==> config.mk <==
export PLATFORM = sky130hd
export DESIGN_NAME = mux_rr_arbiter
export DESIGN_NICKNAME = d
export VERILOG_FILES = /design/src/rtl/mux_rr_arbiter.sv
export SDC_FILE = /design/constraint.sdc
export NUM_CORES = 1
export LEC_CHECK = 0
export ABC_AREA = 1
export BUFFER_PORTS_ARGS = -buffer_cell sky130_fd_sc_hd__clkbuf_2
export CAP_MARGIN = 5
export CORE_MARGIN = 3
export CORE_UTILIZATION = 54
export DETAILED_ROUTE_END_ITERATION = 7
export GPL_TIMING_DRIVEN = 0
export PLACE_DENSITY = 0.73
export SLEW_MARGIN = 25
export SYNTH_ARGS = -nofsm -noshare
export SYNTH_HDL_FRONTEND = slang
export SYNTH_SLANG_ARGS = --single-unit
==> constraint.sdc <==
create_clock -name clk -period 3.2 [get_ports clk]
set_clock_uncertainty 0.15 [all_clocks]
set_input_delay 0.64 -clock clk [delete_from_list [all_inputs] [get_ports clk]]
set_output_delay 0.64 -clock clk [all_outputs]
set_load 0.02 [all_outputs]
==> src/rtl/mux_rr_arbiter.sv <==
// Round-robin arbiter in front of a 4:1 select mux. Drives the mux select
// lines (sel[1] -> S1, sel[0] -> S0), a one-hot grant and a busy flag.
// An owner that keeps requesting while others wait is rotated out after
// MAX_HOLD consecutive cycles; a sole requester keeps the grant forever.
module mux_rr_arbiter #(
    parameter int MAX_HOLD = 8
) (
    input  logic       clk,
    input  logic       rst,
    input  logic [3:0] req,
    output logic [3:0] grant,
    output logic [1:0] sel,
    output logic       busy
);

    localparam int CNT_W = (MAX_HOLD > 1) ? $clog2(MAX_HOLD) : 1;
    localparam logic [CNT_W-1:0] CNT_MAX = CNT_W'(MAX_HOLD - 1);

    typedef enum logic {
        IDLE  = 1'b0,
        OWNED = 1'b1
    } state_t;

    state_t           state_reg, state_next;
    logic [1:0]       last_reg, last_next;
    logic [CNT_W-1:0] cnt_reg, cnt_next;
    logic [3:0]       grant_reg, grant_next;
    logic [1:0]       sel_reg, sel_next;
    logic             busy_reg, busy_next;

    // Requests rotated so that bit 0 is the requester right after last_reg.
    logic [3:0] rot_req;
    logic [1:0] win_ofs;
    logic [1:0] winner;
    logic [3:0] owner_mask;
    logic       owner_req;
    logic       others_req;

    genvar gi;
    generate
        for (gi = 0; gi < 4; gi++) begin : g_rot
            logic [1:0] rot_idx;
            assign rot_idx     = last_reg + 2'(gi + 1);
            assign rot_req[gi] = req[rot_idx];
        end
    endgenerate

    // First set bit of the rotated vector gives the winner's distance from last+1.
    always_comb begin
        win_ofs = 2'd0;
        for (int k = 3; k >= 0; k--) begin
            if (rot_req[k]) begin
                win_ofs = 2'(k);
            end
        end
    end

    assign winner     = last_reg + 2'd1 + win_ofs;
    assign owner_mask = 4'b0001 << last_reg;
    assign owner_req  = req[last_reg];
    assign others_req = |(req & ~owner_mask);

    // Next-state and registered-output decisions; every grant change reloads cnt and last.
    always_comb begin
        state_next = state_reg;
        last_next  = last_reg;
        cnt_next   = cnt_reg;
        grant_next = grant_reg;
        sel_next   = sel_reg;
        busy_next  = busy_reg;
        case (state_reg)
            IDLE: begin
                if (req != 4'b0000) begin
                    state_next = OWNED;
                    last_next  = winner;
                    cnt_next   = '0;
                    grant_next = 4'b0001 << winner;
                    sel_next   = winner;
                    busy_next  = 1'b1;
                end
            end
            OWNED: begin
                if (!owner_req) begin
                    if (others_req) begin
                        last_next  = winner;
                        cnt_next   = '0;
                        grant_next = 4'b0001 << winner;
                        sel_next   = winner;
                    end else begin
                        state_next = IDLE;
                        cnt_next   = '0;
                        grant_next = 4'b0000;
                        busy_next  = 1'b0;
                    end
                end else if ((cnt_reg == CNT_MAX) && others_req) begin
                    // Search starts at owner+1, so the owner cannot win again here.
                    last_next  = winner;
                    cnt_next   = '0;
                    grant_next = 4'b0001 << winner;
                    sel_next   = winner;
                end else if (cnt_reg != CNT_MAX) begin
                    cnt_next = cnt_reg + CNT_W'(1);
                end
            end
            default: begin
                state_next = IDLE;
            end
        endcase
    end

    // State and output registers; reset parks last at 3 so requester 0 wins first.
    always_ff @(posedge clk or posedge rst) begin
        if (rst) begin
            state_reg <= IDLE;
            last_reg  <= 2'd3;
            cnt_reg   <= '0;
            grant_reg <= 4'b0000;
            sel_reg   <= 2'b00;
            busy_reg  <= 1'b0;
        end else begin
            state_reg <= state_next;
            last_reg  <= last_next;
            cnt_reg   <= cnt_next;
            grant_reg <= grant_next;
            sel_reg   <= sel_next;
            busy_reg  <= busy_next;
        end
    end

    assign grant = grant_reg;
    assign sel   = sel_reg;
    assign busy  = busy_reg;

endmodule

# ---- Word level (Yosys, flattened, before mapping)
# Index checks and enable logic that the tools add are counted.
dict set report totals {
  n_memories 0
  rom_bits 0
  elab_cells 70
  ram_bits 0
  output_inout_bits 7
  regBits 13
  latch_bits 0
  inputBits 6
}
dict set report classes {
  addsub 5
  order_cmp 4
  bitwise 3
  n_reduce_logical 7
  n_shift 2
  mux 35
  eq_ne 8
  n_mul 0
  n_div 0
}
# cell count
set op_table {}
lappend op_table {{2-to-1 mux 2 bit} 8}
lappend op_table {{2-to-1 mux 4 bit} 4}
lappend op_table {{< comparator 2 x 3 -> 1 bit (second input constant)} 4}
lappend op_table {{2-to-1 mux 3 bit} 4}
lappend op_table {{2-to-1 mux 1 bit} 10}
lappend op_table {{binary-select mux 1 bit (select 2 bit)} 4}
lappend op_table {{case mux 4 bit (2 select lines)} 1}
lappend op_table {{<< shifter 1 x 2 -> 4 bit (first input constant)} 2}
lappend op_table {{!= test 2 bit (second input constant)} 3}
lappend op_table {{case mux 3 bit (2 select lines)} 1}
lappend op_table {{AND reduction 3 bit} 2}
lappend op_table {{adder 2 bit (second input constant)} 2}
lappend op_table {{bitwise AND 4 bit} 1}
lappend op_table {{!= test 4 x 2 -> 1 bit (second input constant)} 1}
lappend op_table {{NOT 4 bit} 1}
lappend op_table {{case mux 1 bit (2 select lines)} 2}
lappend op_table {{case mux 2 bit (2 select lines)} 1}
lappend op_table {{AND reduction 2 bit} 2}
lappend op_table {{nonzero test 4 bit} 1}
lappend op_table {{OR reduction 4 bit} 1}
lappend op_table {{adder 3 x 1 -> 3 bit (second input constant)} 1}
lappend op_table {{== test 3 bit (second input constant)} 1}
lappend op_table {{!= test 3 x 1 -> 1 bit (second input constant)} 1}
lappend op_table {{!= test 3 x 2 -> 1 bit (second input constant)} 1}
lappend op_table {{5 further kinds} 5}

# ---- Longest topological paths before layout
# Gate-level depths: netlist (run 1).
dict set report depth {
  depth_word 11
  depth_mapped 14
  depth_no_buf 14
}

# ---- Worst setup path after synthesis (run 1)
# No wires, ideal clock.
dict set report synth_path {
  path_type {reg-to-reg}
  startpoint {register last_reg[0]}
  endpoint {register sel_reg[1] (netlist: sel[1])}
  setup_ns 0.120
  n_path_buf 0
  stages_incl_launch_ff 15
  t_required_ns 2.930
  slack_ns 0.923
  arrival_time_ns 2.007
  period_less_slack_ns 2.277
  cell_sequence {dfstp_2 -> inv_2 -> ha_1 -> inv_1 -> nand3_1 -> nand2_1 -> nand3_1 -> a21boi_0 -> ha_1 -> xnor2_1 -> inv_1 -> nand2_1 -> nand2_2 -> nand2_1 -> nand2_1}
}
dict set report synth_via {
  elab_chain_len 10
  word_cells_on_any_way 29
  cone_classes {add/sub: 4; eq/ne: 2; shift: 1; mux: 17; bitwise: 2; reduce/logical: 3}
}
# element line_no
set synth_rtl {}
lappend synth_rtl {{start: declaration} 25} ;# logic [1:0] last_reg, last_next;
lappend synth_rtl {{start signal: assignment} 122} ;# last_reg <= last_next;
lappend synth_rtl {{adder 2 bit or binary-select mux 1 bit (select 2 bit) (tied branches)} {43, 44, 60}}
lappend synth_rtl {{binary-select mux 1 bit (select 2 bit) or 2-to-1 mux 1 bit (tied branches)} {44, 60}}
lappend synth_rtl {{2-to-1 mux 1 bit (implied by the code) or 2-to-1 mux 2 bit (tied branches)} {44, 52}}
lappend synth_rtl {{2-to-1 mux 2 bit (3 in series)} 52} ;# if (rot_req[k]) begin
lappend synth_rtl {{adder 2 bit} 58} ;# assign winner = last_reg + 2'd1 + win_ofs;
lappend synth_rtl {{2-to-1 mux 2 bit (on tied branches)} {84, 95}}
lappend synth_rtl {{2-to-1 mux 2 bit} 83} ;# if (!owner_req) begin
lappend synth_rtl {{case mux 2 bit (2 select lines)} 71} ;# case (state_reg)
lappend synth_rtl {{end signal: assignment} 125} ;# sel_reg <= sel_next;
lappend synth_rtl {{end: declaration} 28} ;# logic [1:0] sel_reg, sel_next;
# Several ways; a longest one is shown, not always the timed one. The select of a mux whose other input is x is not followed.
# A chain may end at the register's enable or synchronous reset.

# ---- Worst setup path in the final report (run 1)
# Same ends and word-level chain as after synthesis.

==> flow_metrics.env, run 1 <==
export IMPL_rows=14
export IMPL_wl_per_cell_um=11.7
export IMPL_fin_crit_sh=0.780
export IMPL_cts_inserted_buffers=3
export IMPL_period_needed_ns=2.50
export IMPL_setup_worst_path_class="reg -> reg"
export IMPL_numClockSinks=13
export IMPL_fin_nets=149
export IMPL_syn_nets=132
export IMPL_n_fill_cell=149
export IMPL_met1_usage=0.238
export IMPL_n_antenna_cell=0
export IMPL_final_cell_mix="nand2_1, inv_1, nand3_1"
export IMPL_die_w_um=46.5
export IMPL_leakage_nw=0.564
export IMPL_yosysWarnings=0
export IMPL_setup_viol=0
export IMPL_grt_pass1_wl_um=3050
export IMPL_slew_violations=0
export IMPL_grt_usage=0.200
export IMPL_dr_pass1_iters=4
export IMPL_crit_path_max_fanout=8
export IMPL_insertion_delay_ns=0.28
export IMPL_drtAntennaViolNets=0
export IMPL_grt_util_met2=0.327
export IMPL_cts_setup_buffers=0
export IMPL_startpoint_type="flop"
export IMPL_grt_pass1_vias=782
export IMPL_port_buffers=12
export IMPL_vdd_drop_max_mv=0.693
export IMPL_cts_tree="yes"
export IMPL_drc=0
export IMPL_gp_congestion=0.802
export IMPL_min_path_type="in -> async"
export IMPL_cp_arrival_ns=2.52
export IMPL_antenna_found_initial=0
export IMPL_grt_busiest_layer="met2"
export IMPL_final_common_cell="nand2_1"
export IMPL_overflow=0
export IMPL_worst_ep_required_time_ns=3.22
export IMPL_dp_hpwl_um=1400
export IMPL_use_met3=0.0273
export IMPL_area_growth_pct=12.0
export IMPL_ctsResizeCount=0
export IMPL_drv_cap=0
export IMPL_first_iter_violations=13
export IMPL_avgSynthCellArea_um2=7.45
export IMPL_power_density_nw_per_um2=1190
export IMPL_worst_slew_pin_slew_ns=0.469
export IMPL_dieArea_um2=2170
export IMPL_multi_input_area_um2=492
export IMPL_layout_setup_ws_ns=0.704
export IMPL_syn_instance_count=119
export IMPL_synth_cell_type_count=19
export IMPL_coreArea_um2=1520
export IMPL_avgViaCountPerCell=5.32
export IMPL_grt_max_degree=14
export IMPL_timing_hold_ws_ns=0.186
export IMPL_cts_hold_buf=0
export IMPL_total_power_mw=1.18
export IMPL_setup_tns_ns=0
export IMPL_ys_seq_elements=13
export IMPL_clockBufferDepth=2
export IMPL_syn_area_um2=887
export IMPL_start_util=0.582
export IMPL_timing_slew_headroom=0.687
export IMPL_status="finished clean"
export IMPL_place_ws_ns=0.704
export IMPL_hold_violations=0
export IMPL_drive_above_1_share=0.215
export IMPL_pin_count=13
export IMPL_num_vias=803
export IMPL_seqCellArea_um2=328
export IMPL_path_clk_slew_ns=0.08
export IMPL_root_buffer="clkbuf_4"
export IMPL_rsz0062_at_grt="false"
export IMPL_die_h_um=46.5
export IMPL_largest_register_ffs=4
export IMPL_routed_wl_um=1760
export IMPL_htreeDepth=1
export IMPL_ys_seq_area_frac=0.370
export IMPL_end_kind="flop"
export IMPL_max_freq_ghz=0.401
cell families after synthesis:
group	synth area share
adder cells (fa/ha/maj)	0.0987
AO/OA/AOI/OAI	0.0917
AND/OR/NAND/NOR	0.354
buffers and inverters	0.0762
XOR/XNOR	0.00987
flip-flops	0.370
per-stage QoR:
stage	std cells	area (um^2)	utilization
after floorplan	119	887	-
after global placement	147	967	0.635
after detailed placement	147	967	0.635
after CTS	151	993	0.652
after global routing	151	993	0.652
final	151	993	0.652
area by class of cell:
class | count | area share
well taps | 16 | 0.0202
inverters | 18 | 0.0680
clock buffers | 4 | 0.0264
flip-flops and latches | 13 | 0.330
repair buffers | 12 | 0.0605
multi-input cells | 88 | 0.495
worst paths after layout:
path,cells after the start,endpoint,slack [ns],startpoint
min in group clk,2,grant[2],0.34,grant[2]
hold reg to reg,2,grant[2],0.34,grant[2]
setup / recovery,14,sel[1],0.70,last_reg[0]
max in group asynchronous,2,last_reg[0],2.36,rst
hold / removal,2,state_reg,0.19,rst
setup reg to reg,14,sel[1],0.70,last_reg[0]
synthesized netlist by cell type (all sizes together):
library cell	n	area (um^2)
dfrtp	11	275
inv	18	67.6
dfstp	2	52.6
a21oi	1	8.76
ha	7	87.6
or2	1	6.26
o21ai	13	65.1
nor2	3	18.8
nand2	42	170
a21boi	1	7.51
nand3	18	113
xnor2	1	8.76
nand4	1	6.26
worst max-delay path, cell delays in order, from the launching register on:
cell and delay (ns):
dfstp_2 0.60, inv_2 0.11, ha_1 0.37, inv_1 0.09, nand3_1 0.07, nand2_1 0.07, nand3_1 0.07, a21boi_0 0.17
ha_1 0.18, xnor2_1 0.13, inv_1 0.06, nand2_1 0.08, nand2_2 0.09, nand2_1 0.09, nand2_1 0.05
where the power goes:
group / leakage [nW] / internal [mW] / switching (mW) / total (mW)
Clock: 0.0150 / 0.0484 / 0.0555 / 0.104
Combinational: 0.391 / 0.273 / 0.504 / 0.777
Sequential: 0.158 / 0.251 / 0.0523 / 0.303
metal layers:
metal | routed length, um | up-vias | share of wire
li1 | - | 413 | -
met1 | 785 | 372 | 0.45
met2 | 868 | 13 | 0.49
met3 | 64 | 5 | 0.036
met4 | 42 | 0 | 0.024
met5 | 0 | - | 0
Note: power is estimated with default switching activity, not from simulation.
==> run 2, diff against run 1 <==
==> constraint.sdc (replaced) <==
create_clock -name clk -period 2.55 [get_ports clk]
set_clock_uncertainty 0.15 [all_clocks]
set_input_delay 0.51 -clock clk [delete_from_list [all_inputs] [get_ports clk]]
set_output_delay 0.51 -clock clk [all_outputs]
set_load 0.02 [all_outputs]
==> run 2 against run 1 <==
Net effect:
- hold slack got worse by 0.13 ns
- sequential power increased by 26%
- largest cell class unchanged
- critical endpoint unchanged
- largest power group unchanged
- maximum frequency increased by 7.8%
==> flow_metrics.env, run 2 (synthesis gave the netlist of run 1 again) <==
export IMPL_coreArea_um2=1520
export IMPL_area_growth_pct=14.5
export IMPL_cp_arrival_ns=2.34
export IMPL_grt_pass1_wl_um=3050
export IMPL_cts_tree="yes"
export IMPL_setup_tns_ns=0
export IMPL_overflow=0
export IMPL_htreeDepth=1
export IMPL_avgViaCountPerCell=5.41
export IMPL_largest_register_ffs=4
export IMPL_numClockSinks=13
export IMPL_dieArea_um2=2170
export IMPL_grt_max_degree=14
export IMPL_max_freq_ghz=0.432
export IMPL_setup_worst_path_class="reg -> reg"
export IMPL_use_met3=0.0273
export IMPL_fin_nets=150
export IMPL_gp_congestion=0.802
export IMPL_dp_cells=147
export IMPL_routed_wl_um=1810
export IMPL_drv_cap=0
export IMPL_insertion_delay_ns=0.28
export IMPL_dp_hpwl_um=1400
export IMPL_worst_r2r_setup_slack_ns=0.23
export IMPL_layoutNonFillerInstCount=152
export IMPL_dr_pass1_iters=4
export IMPL_slew_violations=0
export IMPL_grt_usage=0.200
export IMPL_end_kind="flop"
export IMPL_setup_viol=0
export IMPL_leakage_nw=0.570
export IMPL_startpoint_type="flop"
export IMPL_die_w_um=46.5
export IMPL_drtAntennaViolNets=0
export IMPL_fin_util=0.667
export IMPL_final_common_cell="nand2_1"
export IMPL_timing_slew_headroom=0.688
export IMPL_power_density_nw_per_um2=1520
export IMPL_rr_endpoint="sel[1]"
export IMPL_first_iter_violations=13
export IMPL_worst_ep_required_time_ns=2.57
export IMPL_port_buffers=12
export IMPL_fin_crit_sh=0.908
export IMPL_reg2reg_depth=14
export IMPL_n_antenna_cell=0
export IMPL_min_path_type="in -> async"
export IMPL_worst_slew_pin_slew_ns=0.468
export IMPL_rsz0062_at_grt="false"
export IMPL_hold_violations=0
export IMPL_status="finished clean"
export IMPL_grt_util_met2=0.327
export IMPL_start_util=0.582
export IMPL_pin_count=13
export IMPL_path_clk_slew_ns=0.08
export IMPL_crit_path_max_fanout=8
export IMPL_rows=14
export IMPL_met1_usage=0.238
export IMPL_setup_worst_path_end="sel[1]"
export IMPL_drc=0
export IMPL_clockBufferDepth=2
export IMPL_wl_per_cell_um=11.9
export IMPL_period_needed_ns=2.32
export IMPL_cts_inserted_buffers=3
export IMPL_grt_pass1_vias=782
export IMPL_root_buffer="clkbuf_4"
export IMPL_reg2reg_from="last_reg[0]"
export IMPL_vdd_drop_max_mv=0.879
export IMPL_final_cell_mix="nand2_1, inv_1, nand3_1"
export IMPL_num_vias=823
export IMPL_antenna_found_initial=0
export IMPL_die_h_um=46.5
export IMPL_crit_start="last_reg[0]"
export IMPL_drive_above_1_share=0.235
export IMPL_grt_busiest_layer="met2"
export IMPL_total_power_mw=1.54
run 2: worst max-delay path: stages, from the launching register on:
cell and delay [ns]:
dfstp_2 0.60, inv_4 0.09, ha_4 0.26, inv_1 0.07, nand3_1 0.07, nand2_1 0.08, nand3_1 0.07, a21boi_1 0.13
ha_1 0.17, xnor2_1 0.13, inv_1 0.06, nand2_1 0.08, nand2_2 0.09, nand2_1 0.10, nand2_1 0.05
run 2: area by class of cell:
cell class | count | area [um^2]
sequential | 13 | 328
inverter | 18 | 70.1
fill | 144 | 508
timing repair buffer | 13 | 67.6
multi-input combinational | 88 | 504
tap | 16 | 20.0
clock buffer | 4 | 26.3
run 2: per-stage QoR:
step / cell area (um^2) / hold slack [ns] / worst slack (ns)
global route: 1020 / 0.0938 / 0.0488
global placement: 967 / 0.315 / 0.0892
detailed placement: 967 / 0.322 / 0.0540
CTS: 993 / 0.0870 / 0.0435
floorplan: 887 / 0.236 / 0.273
finish: 1020 / 0.0561 / 0.235
run 2: what timing repair did:
item / CTS / global route
endpoints found under the setup margin: 0 / 6
gates resized for setup: 0 / 4
hold endpoints to repair: 0 / 0
hold buffers: 0 / 0
buffers inserted: 0 / 1
run 2: routing by layer:
layer / vias up / part of all wire / wire, um
li1: 417 / - / -
met1: 380 / 0.43 / 773
met2: 21 / 0.49 / 887
met3: 5 / 0.056 / 101
met4: 0 / 0.023 / 42
met5: - / 0 / 0
run 2: how the worst min path moves through the flow:
stage	start	end	slack, ns	cells past startpoint
floorplan	rst	busy	0.24	1
global placement	grant[3]	grant[3]	0.32	2
detailed placement	grant[2]	grant[2]	0.32	2
CTS	rst	cnt_reg[1]	0.09	2
global route	rst	state_reg	0.09	2
finish	rst	state_reg	0.06	2
run 2: where the power goes:
part           leakage (nW)  internal (mW)  switching [mW]
combinational         0.397          0.376           0.656
clock                0.0150         0.0608          0.0689
sequential            0.158          0.315          0.0661
total                 0.570          0.751           0.792
==> run 3, diff against run 2 <==
--- a/config.mk
+++ b/config.mk
@@ -11,7 +11,6 @@
 export CORE_MARGIN = 3
 export CORE_UTILIZATION = 54
 export DETAILED_ROUTE_END_ITERATION = 7
-export GPL_TIMING_DRIVEN = 0
 export PLACE_DENSITY = 0.73
 export SLEW_MARGIN = 25
 export SYNTH_ARGS = -nofsm -noshare
==> run 3 against run 2 <==
Net effect:
- combinational power about the same
- critical path type unchanged
- critical path depth decreased by 1
- largest cell class unchanged
- sequential cell count unchanged
- final area increased by 0.49%
- worst setup slack improved by 0.012 ns
- non-clock buffer count increased by 1
- first-iteration DRC count increased by 23%
- utilization increased by 0.33 points
- sequential power decreased by 2%
==> flow_metrics.env, run 3 (synthesis gave the netlist of run 1 again) <==
export IMPL_fin_crit_sh=0.903
export IMPL_period_needed_ns=2.30
export IMPL_antenna_found_initial=0
export IMPL_wl_per_cell_um=12.4
export IMPL_htreeDepth=1
export IMPL_drc=0
export IMPL_p_int_uw=761
export IMPL_gp_congestion=0.815
export IMPL_min_path_type="in -> async"
export IMPL_place_area_um2=975
export IMPL_n_antenna_cell=0
export IMPL_cp_arrival_ns=2.37
export IMPL_cts_inserted_buffers=3
export IMPL_grt_pass1_vias=780
export IMPL_startpoint_type="flop"
export IMPL_leakage_nw=0.575
export IMPL_reg2reg_from="last_reg[0]"
export IMPL_timing_slew_headroom=0.681
export IMPL_drtAntennaViolNets=0
export IMPL_seqCellArea_um2=328
export IMPL_end_kind="flop"
export IMPL_power_frac_seq=0.241
export IMPL_dp_cells=148
export IMPL_multi_input_area_um2=504
export IMPL_cts_tree="yes"
export IMPL_layoutNonFillerInstCount=153
export IMPL_coreArea_um2=1520
export IMPL_num_vias=789
export IMPL_rsz0062_at_grt="false"
export IMPL_power_density_nw_per_um2=1530
export IMPL_grt_max_degree=14
export IMPL_final_common_cell="nand2_1"
export IMPL_area_growth_pct=15.1
export IMPL_largest_register_ffs=4
export IMPL_dr_pass1_iters=4
export IMPL_crit_path_max_fanout=8
export IMPL_path_clk_slew_ns=0.08
export IMPL_start_util=0.582
export IMPL_fin_util=0.670
export IMPL_pwr_share_clk=0.084
export IMPL_slew_violations=0
export IMPL_root_buffer="clkbuf_4"
export IMPL_max_freq_ghz=0.434
export IMPL_first_iter_violations=16
export IMPL_drv_cap=0
export IMPL_status="finished clean"
export IMPL_die_h_um=46.5
export IMPL_grt_pass1_wl_um=3210
export IMPL_avgViaCountPerCell=5.16
export IMPL_rr_endpoint="last_reg[1]"
export IMPL_insertion_delay_ns=0.28
export IMPL_worst_ep_required_time_ns=2.62
export IMPL_setup_tns_ns=0
export IMPL_grt_usage=0.208
export IMPL_setup_viol=0
export IMPL_p_comb_frac=0.675
export IMPL_worst_slew_pin_slew_ns=0.478
export IMPL_dieArea_um2=2170
export IMPL_clockBufferDepth=2
export IMPL_numClockSinks=13
export IMPL_vdd_drop_max_mv=0.769
export IMPL_setup_worst_path_class="reg -> reg"
export IMPL_dp_hpwl_um=1470
export IMPL_final_cell_mix="nand2_1, inv_1, nand3_1"
export IMPL_place_ws_ns=0.0627
export IMPL_finish_instance_area_um2=1020
export IMPL_hold_violations=0
export IMPL_n_fill_cell=138
export IMPL_worst_r2r_setup_slack_ns=0.25
export IMPL_fin_nets=151
export IMPL_layout_setup_ws_ns=0.247
export IMPL_routed_wl_um=1900
export IMPL_rows=14
export IMPL_die_w_um=46.5
export IMPL_pin_count=13
export IMPL_reg2reg_depth=13
export IMPL_p_sw_frac=0.512
export IMPL_port_buffers=12
export IMPL_overflow=0
export IMPL_p_sw_uw=798
export IMPL_drive_above_1_share=0.234
## run 3: cell types whose count changed in the layout (fill, tap and decap cells not counted)
| cell | before | now |
|---|---|---|
| inv_1 | 15 | 16 |
| buf_4 | 1 | 2 |
| inv_4 | 1 | 0 |
## run 3: layer usage
metal  GRT usage  part of all wire  vias up
li1            -                 -      421
met1       0.258              0.44      348
met2       0.357              0.50       15
met3      0.0391             0.041        5
met4      0.0682             0.015        0
met5           0                 0        -
## run 3: layout make-up
cell class              count  share of cell area
clock buffers               4              0.0257
inverters                  18              0.0662
multi-input cells          88               0.494
flip-flops and latches     13               0.321
well taps                  16              0.0196
repair buffers             14              0.0735
## run 3: metrics by stage
stage	hold slack [ns]	total power, mW
2_1_floorplan	0.236	1.14
3_3_place_gp	0.315	1.34
3_5_place_dp	0.332	1.37
4_1_cts	0.0866	1.51
5_1_grt	0.112	1.71
6_report	0.0610	1.56
## run 3: how the worst max path moves through the flow
stage	startpoint	to	slack [ns]
after floorplan	last_reg[0]	sel[1]	0.27
after global placement	last_reg[0]	grant[2]	0.13
after detailed placement	last_reg[0]	sel[1]	0.06
after CTS	last_reg[0]	last_reg[1]	0.05
after global routing	last_reg[0]	grant[2]	0.04
final	last_reg[0]	last_reg[1]	0.25
## run 3: power by group through the flow
stage	Sequential (mW)	Combinational [mW]	Clock (mW)
after global routing	0.389	1.19	0.137
after detailed placement	0.384	0.991	0
after floorplan	0.428	0.715	0
after CTS	0.380	1.00	0.132
final	0.375	1.05	0.131
after global placement	0.378	0.964	0
## run 3: worst max-delay path, cell delays in order (launching register included)
cell,delay (ns)
dfstp_2,0.57
inv_2,0.11
ha_4,0.27
inv_1,0.07
nand3_1,0.07
nand2_1,0.08
nand3_1,0.07
a21boi_1,0.14
ha_1,0.17
xnor2_1,0.14
nand3_1,0.12
nand2_2,0.12
nand2_1,0.08
o21ai_1,0.08
## run 3: repair_timing
action,CTS,global route
setup endpoints to repair,0,7
setup buffers,0,1
resized for setup,0,2
hold buffers,0,0
endpoints found under the hold margin,0,0
